### src/rtl/dmem_pkg.sv
// dmem_pkg
// Shared encodings and helpers for the data-memory lane controller:
//   - access size encodings (byte / half / word / reserved)
//   - controller state encoding
//   - lane_of(): which byte lane serves byte i of an access
//   - bytes_used(): which access bytes (0..3) a given size touches
package dmem_pkg;

  localparam logic [1:0] SZ_BYTE = 2'd0;
  localparam logic [1:0] SZ_HALF = 2'd1;
  localparam logic [1:0] SZ_WORD = 2'd2;
  localparam logic [1:0] SZ_RSVD = 2'd3;

  typedef enum logic [1:0] {
    ST_IDLE   = 2'd0,
    ST_ACCESS = 2'd1,
    ST_RESP   = 2'd2
  } state_e;

  // Byte i of an access starting at byte offset addr_lo lives in lane
  // (addr_lo + i) mod 4; the 2-bit add wraps naturally.
  function automatic logic [1:0] lane_of(input logic [1:0] addr_lo,
                                         input logic [1:0] i);
    return addr_lo + i;
  endfunction

  function automatic logic [3:0] bytes_used(input logic [1:0] size);
    case (size)
      SZ_BYTE: return 4'b0001;
      SZ_HALF: return 4'b0011;
      SZ_WORD: return 4'b1111;
      default: return 4'b0000;
    endcase
  endfunction

endpackage

### src/rtl/dmem_load_align.sv
// dmem_load_align
// Gathers the bytes of a load from the four lane read bytes and extends
// the result to 32 bits.
//   lane_dout   : lane L read byte in [8L+:8]
//   offset      : byte offset of the access within its first word
//   size        : SZ_BYTE / SZ_HALF / SZ_WORD
//   is_unsigned : 1 = zero-extend, 0 = sign-extend
//   rdata       : right-aligned, extended load value
module dmem_load_align
  import dmem_pkg::*;
(
  input  logic [31:0] lane_dout,
  input  logic [1:0]  offset,
  input  logic [1:0]  size,
  input  logic        is_unsigned,
  output logic [31:0] rdata
);

  logic [31:0] gathered;
  logic        fill;

  // Byte i comes from lane (offset + i) mod 4, i.e. a right rotate of the
  // lane bus by offset bytes.
  always_comb begin
    case (offset)
      2'd1:    gathered = {lane_dout[7:0],  lane_dout[31:8]};
      2'd2:    gathered = {lane_dout[15:0], lane_dout[31:16]};
      2'd3:    gathered = {lane_dout[23:0], lane_dout[31:24]};
      default: gathered = lane_dout;
    endcase
  end

  always_comb begin
    fill  = 1'b0;
    rdata = gathered;
    case (size)
      SZ_BYTE: begin
        fill  = ~is_unsigned & gathered[7];
        rdata = {{24{fill}}, gathered[7:0]};
      end
      SZ_HALF: begin
        fill  = ~is_unsigned & gathered[15];
        rdata = {{16{fill}}, gathered[15:0]};
      end
      default: rdata = gathered;
    endcase
  end

endmodule

### src/rtl/dmem_lane_ctrl.sv
// dmem_lane_ctrl
// Data-memory access controller between the load/store stage and four
// byte-wide BRAM lanes (lane L holds byte L of each 32-bit word).
// A byte/half/word request is split into per-lane word addresses, strobes
// and write bytes; a load's lane bytes are merged back into an aligned,
// extended 32-bit response. Accesses crossing a word boundary finish in one
// access because every lane gets its own word address.
// Ports:
//   CLK, RESETN            clock, synchronous active-low reset
//   REQ_*                  request channel (valid/ready handshake)
//   RSP_*                  response channel (held until RSP_READY)
//   LANE_WADDR/LANE_RADDR  per-lane byte address, lane L at [L*AW +: AW]
//   LANE_WE/LANE_RE        per-lane strobes, high only in the ACCESS cycle
//   LANE_DIN/LANE_DOUT     lane L byte at [8L +: 8]
//
// state     | meaning
// ----------+-----------------------------------------------------------
// ST_IDLE   | no request in flight, ready for a new one
// ST_ACCESS | lane strobes driven; lanes act on the negedge of this cycle
// ST_RESP   | response held on RSP_*; may accept the next request
module dmem_lane_ctrl
  import dmem_pkg::*;
#(
  parameter int          ADDR_WIDTH       = 13,
  parameter int unsigned DEPTH_WORDS      = 1024,
  parameter bit          ALLOW_MISALIGNED = 1'b1
) (
  input  logic                    CLK,
  input  logic                    RESETN,
  input  logic                    REQ_VALID,
  output logic                    REQ_READY,
  input  logic                    REQ_WE,
  input  logic [ADDR_WIDTH-1:0]   REQ_ADDR,
  input  logic [1:0]              REQ_SIZE,
  input  logic                    REQ_UNSIGNED,
  input  logic [31:0]             REQ_WDATA,
  output logic                    RSP_VALID,
  input  logic                    RSP_READY,
  output logic [31:0]             RSP_RDATA,
  output logic                    RSP_ERR,
  output logic [4*ADDR_WIDTH-1:0] LANE_WADDR,
  output logic [4*ADDR_WIDTH-1:0] LANE_RADDR,
  output logic [3:0]              LANE_WE,
  output logic [3:0]              LANE_RE,
  output logic [31:0]             LANE_DIN,
  input  logic [31:0]             LANE_DOUT
);

  localparam int AW = ADDR_WIDTH;

  state_e                 state_q, state_d;
  logic                   rsp_valid_q, rsp_valid_d;
  logic                   rsp_err_q, rsp_err_d;
  logic [31:0]            rsp_rdata_q, rsp_rdata_d;
  logic [3:0]             lane_we_q, lane_we_d;
  logic [3:0]             lane_re_q, lane_re_d;
  logic [3:0][AW-1:0]     lane_waddr_q, lane_waddr_d;
  logic [3:0][AW-1:0]     lane_raddr_q, lane_raddr_d;
  logic [3:0][7:0]        lane_din_q, lane_din_d;
  logic [1:0]             acc_off_q, acc_off_d;
  logic [1:0]             acc_size_q, acc_size_d;
  logic                   acc_uns_q, acc_uns_d;
  logic                   acc_we_q, acc_we_d;

  logic [3:0]             used_mask;
  logic                   misaligned;
  logic                   req_err;
  logic                   carry;
  // Word index of each access byte, one bit wider than the address word
  // field so a run past the top of the address space shows up as overflow.
  logic [AW-2:0]          byte_word [4];
  logic [1:0]             byte_lane [4];
  logic [3:0][7:0]        wdata_bytes;
  logic                   req_ready;
  logic                   accept;
  logic [31:0]            load_data;

  assign wdata_bytes = REQ_WDATA;
  assign req_ready   = (state_q == ST_IDLE) || ((state_q == ST_RESP) && RSP_READY);
  assign accept      = REQ_VALID && req_ready;

  // Request decode: per-byte lane and word, plus the error conditions.
  always_comb begin
    used_mask  = bytes_used(REQ_SIZE);
    misaligned = ((REQ_SIZE == SZ_HALF) && REQ_ADDR[0]) ||
                 ((REQ_SIZE == SZ_WORD) && (REQ_ADDR[1:0] != 2'b00));
    req_err    = (REQ_SIZE == SZ_RSVD) || (!ALLOW_MISALIGNED && misaligned);
    carry      = 1'b0;
    for (int i = 0; i < 4; i++) begin
      carry        = (int'(REQ_ADDR[1:0]) + i) > 3;
      byte_word[i] = {1'b0, REQ_ADDR[AW-1:2]} + {{(AW-2){1'b0}}, carry};
      byte_lane[i] = lane_of(REQ_ADDR[1:0], 2'(i));
      if (used_mask[i] &&
          (byte_word[i][AW-2] || (32'(byte_word[i]) >= DEPTH_WORDS)))
        req_err = 1'b1;
    end
  end

  dmem_load_align u_load_align (
    .lane_dout   (LANE_DOUT),
    .offset      (acc_off_q),
    .size        (acc_size_q),
    .is_unsigned (acc_uns_q),
    .rdata       (load_data)
  );

  always_comb begin
    state_d      = state_q;
    rsp_valid_d  = rsp_valid_q;
    rsp_err_d    = rsp_err_q;
    rsp_rdata_d  = rsp_rdata_q;
    lane_we_d    = '0;
    lane_re_d    = '0;
    lane_waddr_d = lane_waddr_q;
    lane_raddr_d = lane_raddr_q;
    lane_din_d   = lane_din_q;
    acc_off_d    = acc_off_q;
    acc_size_d   = acc_size_q;
    acc_uns_d    = acc_uns_q;
    acc_we_d     = acc_we_q;

    case (state_q)
      ST_ACCESS: begin
        // Lanes were read on the negedge; LANE_DOUT is settled here.
        state_d     = ST_RESP;
        rsp_valid_d = 1'b1;
        rsp_err_d   = 1'b0;
        rsp_rdata_d = acc_we_q ? 32'h0 : load_data;
      end
      ST_RESP: begin
        if (RSP_READY) begin
          state_d     = ST_IDLE;
          rsp_valid_d = 1'b0;
          rsp_err_d   = 1'b0;
          rsp_rdata_d = 32'h0;
        end
      end
      default: state_d = ST_IDLE;
    endcase

    // A new request overrides the RESP->IDLE transition (back-to-back).
    if (accept) begin
      if (req_err) begin
        state_d     = ST_RESP;
        rsp_valid_d = 1'b1;
        rsp_err_d   = 1'b1;
        rsp_rdata_d = 32'h0;
      end else begin
        state_d     = ST_ACCESS;
        rsp_valid_d = 1'b0;
        rsp_err_d   = 1'b0;
        rsp_rdata_d = 32'h0;
        acc_off_d   = REQ_ADDR[1:0];
        acc_size_d  = REQ_SIZE;
        acc_uns_d   = REQ_UNSIGNED;
        acc_we_d    = REQ_WE;
        for (int i = 0; i < 4; i++) begin
          if (used_mask[i]) begin
            if (REQ_WE) begin
              lane_we_d[byte_lane[i]]    = 1'b1;
              lane_waddr_d[byte_lane[i]] = {byte_word[i][AW-3:0], 2'b00};
              lane_din_d[byte_lane[i]]   = wdata_bytes[i];
            end else begin
              lane_re_d[byte_lane[i]]    = 1'b1;
              lane_raddr_d[byte_lane[i]] = {byte_word[i][AW-3:0], 2'b00};
            end
          end
        end
      end
    end
  end

  always_ff @(posedge CLK) begin
    if (!RESETN) begin
      state_q      <= ST_IDLE;
      rsp_valid_q  <= 1'b0;
      rsp_err_q    <= 1'b0;
      rsp_rdata_q  <= 32'h0;
      lane_we_q    <= '0;
      lane_re_q    <= '0;
      lane_waddr_q <= '0;
      lane_raddr_q <= '0;
      lane_din_q   <= '0;
      acc_off_q    <= 2'b00;
      acc_size_q   <= SZ_BYTE;
      acc_uns_q    <= 1'b0;
      acc_we_q     <= 1'b0;
    end else begin
      state_q      <= state_d;
      rsp_valid_q  <= rsp_valid_d;
      rsp_err_q    <= rsp_err_d;
      rsp_rdata_q  <= rsp_rdata_d;
      lane_we_q    <= lane_we_d;
      lane_re_q    <= lane_re_d;
      lane_waddr_q <= lane_waddr_d;
      lane_raddr_q <= lane_raddr_d;
      lane_din_q   <= lane_din_d;
      acc_off_q    <= acc_off_d;
      acc_size_q   <= acc_size_d;
      acc_uns_q    <= acc_uns_d;
      acc_we_q     <= acc_we_d;
    end
  end

  assign REQ_READY  = req_ready;
  assign RSP_VALID  = rsp_valid_q;
  assign RSP_ERR    = rsp_err_q;
  assign RSP_RDATA  = rsp_rdata_q;
  assign LANE_WE    = lane_we_q;
  assign LANE_RE    = lane_re_q;
  assign LANE_WADDR = lane_waddr_q;
  assign LANE_RADDR = lane_raddr_q;
  assign LANE_DIN   = lane_din_q;

endmodule
### config.mk
export PLATFORM = sky130hd
export DESIGN_NAME = dmem_lane_ctrl
export DESIGN_NICKNAME = d
export VERILOG_FILES = /design/src/rtl/dmem_pkg.sv /design/src/rtl/dmem_load_align.sv /design/src/rtl/dmem_lane_ctrl.sv
export SDC_FILE = /design/constraint.sdc
export NUM_CORES = 1
export LEC_CHECK = 0
export ABC_AREA = 1
export CORE_MARGIN = 4
export CORE_UTILIZATION = 40
export CTS_CLUSTER_SIZE = 10
export DETAILED_ROUTE_END_ITERATION = 10
export PLACE_DENSITY = 0.77
export SYNTH_ARGS = -nofsm -noshare
export SYNTH_HDL_FRONTEND = slang
export SYNTH_SLANG_ARGS = --single-unit
### constraint.sdc
create_clock -name CLK -period 3.5 [get_ports CLK]
set_input_delay 0.7 -clock CLK [delete_from_list [all_inputs] [get_ports CLK]]
set_output_delay 0.7 -clock CLK [all_outputs]
set_load 0.1 [all_outputs]
==> impl_results.md <==
- Layout Area Growth over Synthesis: 30.07%
- Layout cells sized above 1: 14.20%
- Hold Fails Final Rpt: 0
- Worst slew margin: 31.62%
- Minimum clock period: 3007 ps
- Setup Crit Path Kind: primary input to flop
- Core Area: 31,640 sq um
- Post-CTS sizing: 0
- Startpoint types: primary input
- Peak VDD IR: 337.6 uV
- Final core occ: 53.00%
- Initial Util: 40.75%
- Final Setup Violations: 0
- Status: finished, final reports clean
- Post-synth top cells: nand2_1, nor2_1, o21ai_0
- Fill count: 3,278
- Register area share after synthesis: 28.88%
- Mapped Cells: 2,117
- I/O pin count: 264
- Post-synth top flop: dfxtp_1
- Count leader, synth: nand2_1
- CP endpoint kind: flop
- Final Skew: 11.38 ps
- Pwr/cell area: 361.9 nW/um^2
- Setup TNS: 0 ps
- CP max stage cell: clkdlybuf4s50_1
- Syn. warnings: 0
- Chip width: 187.5 microns
- Post-Syn Nets: 2,210
- Vias in the first global route: 15,578
- Clk Latency, worst-skew pair: 460 ps
- Period utilization: 85.90%
- RD Place Congestion: 1.045
- Drt drc: 0
- Worst-path maximum fanout: 18
- Fin Hold WS: 434.6 ps
- Die H: 187.5 microns
- Dpl hpwl: 47.09 mm
- Post-route cell area: 16,770 sq um
- Crit path top cell by count: nor2_1
- R2R Path End: RSP_RDATA[23]
- Number of synthesized register bits: 186
- First-pass GRT wire length: 94.97 mm
- Clk slew on worst S/H paths: 80 ps
- Initial antenna violation count: 1
- P_leak: 7.314 nW
- Setup Buffers After CTS: 0
- Worst setup path start: REQ_SIZE[1]
- Cells on worst reg2reg path: 8
- Ys async rst share: 0%
- Area contributors post-synth: dfxtp_1, nand2_1, o21ai_0, nand3_1, a21oi_1
- Pins over their slew limit: 0
- CP required: 3870 ps
- # nets final: 2,488
- RR Startpoint: acc_off_q[1]
- DR WL/cell: 22.52 microns
- Hold/Removal Path Class: flop to flop
- Crit path to: LANE_RADDR[15]
- Pre-antenna DRT Iters: 6
- Area of the mapped netlist: 12,890 sq um
- Pin count of the biggest net entering global routing: 67
- Crit path largest cell delay: 600 ps
- Post-synth top area cell: dfxtp_1
- Placed cell area: 16,190 sq um
- Post-Syn Area per Cell: 6.090 sq um
- Initial DRC Count: 2,328
- Root Buffer Master: clkbuf_16
- RSZ-0062 raised after global routing: false
- Post-synth EDFFs: 0
- CTS Hold Bufs: 0
- PortBufs: 263
- CP cell instances: clkdlybuf4s50_1 -> ha_1 -> inv_1 -> buf_4 -> nand2_2 -> nand2_1 -> nor2_1 -> nor2_1 -> nor2_1 -> nor2_1
- Die area: 35,170 sq um
- Gr ovfl total: 0
- Final WL: 63.30 mm
- Arrival @ worst endpoint: 3370 ps
- Synth cell types: 43
- Via density: 5.952
- Total GRT Usage: 34.39%
- H-tree depth: 4
- F_max: 332.6 MHz
- TritonCTS clock tree: done
- Setup slack, reg-to-reg: 840 ps
- FP Rows: 65
- Slew at the pin closest to its max-slew limit: 1022 ps
- Clock sink count: 186
- Synth top area share: 28.88%
- CTS Buf Count: 17
- Post-route antenna net violation count: 0
- DR vias: 16,730
- Maximum root-to-sink buffer count: 2
- # Max-Cap Violations: 0
worst max-delay path: cells and delay by family:
family | cells | cell delay [ps]
simple gates | 6 | 1200
buf+inv | 3 | 1170
fa+ha+maj | 1 | 300
cell type report:
cell class                      instances  area, sq um  area share, %
Clock buffer                           17        425.4          2.537
Tap cell                              402        503.0          3.000
Sequential cell                       186         3724          22.21
Clock inverter                         15        151.4         0.9028
Multi-Input combinational cell       1632         7860          46.87
Antenna cell                            1        2.502        0.01492
Timing Repair Buffer                  389         3466          20.67
Inverter                              169        636.9          3.798
metrics by stage:
stage / worst slack, ps / cells / total power [mW]
global route: 383.6 / 2811 / 6.246
global placement: 168.2 / 2778 / 4.078
detailed placement: 115.2 / 2778 / 4.084
finish: 493.4 / 2811 / 6.069
floorplan: 791.0 / 2117 / 3.439
CTS: 580.3 / 2810 / 6.040
per-layer routing:
layer | GRT usage [%] | part of all wire, % | up-vias
met5 | 0 | 0 | -
met4 | 18.24 | 5.7 | 0
met3 | 6.962 | 11 | 220
met2 | 53.88 | 44 | 1161
met1 | 44.71 | 39 | 7733
li1 | - | - | 7616
registers in the layout, indices dropped and copies added (netlist names), 2 cells and up:
name        flops
RSP_RDATA      32
LANE_DIN       32
acc_size_q      2
acc_off_q       2
LANE_WE         4
state_q         2
LANE_RADDR     52
LANE_WADDR     52
LANE_RE         4
cells by family after synthesis:
kind of cell | after synthesis | synth area share (%)
AOI/OAI and AO/OA | 539 | 23.07
xor gates and xnor gates | 6 | 0.4076
adders and majority gates | 8 | 0.7764
buffers and inverters | 299 | 10.21
DFF | 186 | 28.88
and+or+nand+nor | 1079 | 36.66
cell usage in the layout, fill, tap and decap left out, types with 5 or more instances in the layout:
cell | netlist | routed
nand2_1 | 583 | 583
nor2_1 | 217 | 216
o21ai_0 | 210 | 210
buf_4 | 6 | 207
dfxtp_1 | 186 | 186
nand3_1 | 184 | 184
a21oi_1 | 173 | 173
clkdlybuf4s50_1 | 0 | 173
inv_1 | 147 | 147
o22ai_1 | 64 | 64
o211ai_1 | 45 | 45
nor2_2 | 21 | 21
o21ai_1 | 20 | 20
nand3_2 | 19 | 19
nand2_2 | 18 | 18
clkbuf_16 | 0 | 17
inv_2 | 15 | 15
nand4_1 | 13 | 13
nor2_4 | 8 | 9
buf_12 | 0 | 9
ha_1 | 8 | 8
o2111ai_1 | 7 | 7
clkinv_1 | 6 | 6
o221ai_1 | 6 | 6
inv_6 | 0 | 5
power by group:
| part | total (mW) | switching (mW) | internal (mW) |
|---|---|---|---|
| clock | 1.99 | 1.03 | 0.953 |
| sequential | 2.24 | 0.0567 | 2.18 |
| combinational | 1.84 | 1.34 | 0.501 |
worst min-delay path by stage:
stage	startpoint	end	slack [ps]	cells after the start
after floorplan	acc_size_q[0]	acc_size_q[0]	450	2
after global placement	LANE_WADDR[1]	LANE_WADDR[1]	420	2
after detailed placement	LANE_WADDR[27]	LANE_WADDR[27]	430	2
after CTS	LANE_WADDR[27]	LANE_WADDR[27]	440	2
after global routing	LANE_RADDR[0]	LANE_RADDR[0]	460	2
final	LANE_WADDR[27]	LANE_WADDR[27]	430	2
(Power assumes the default switching activity.)
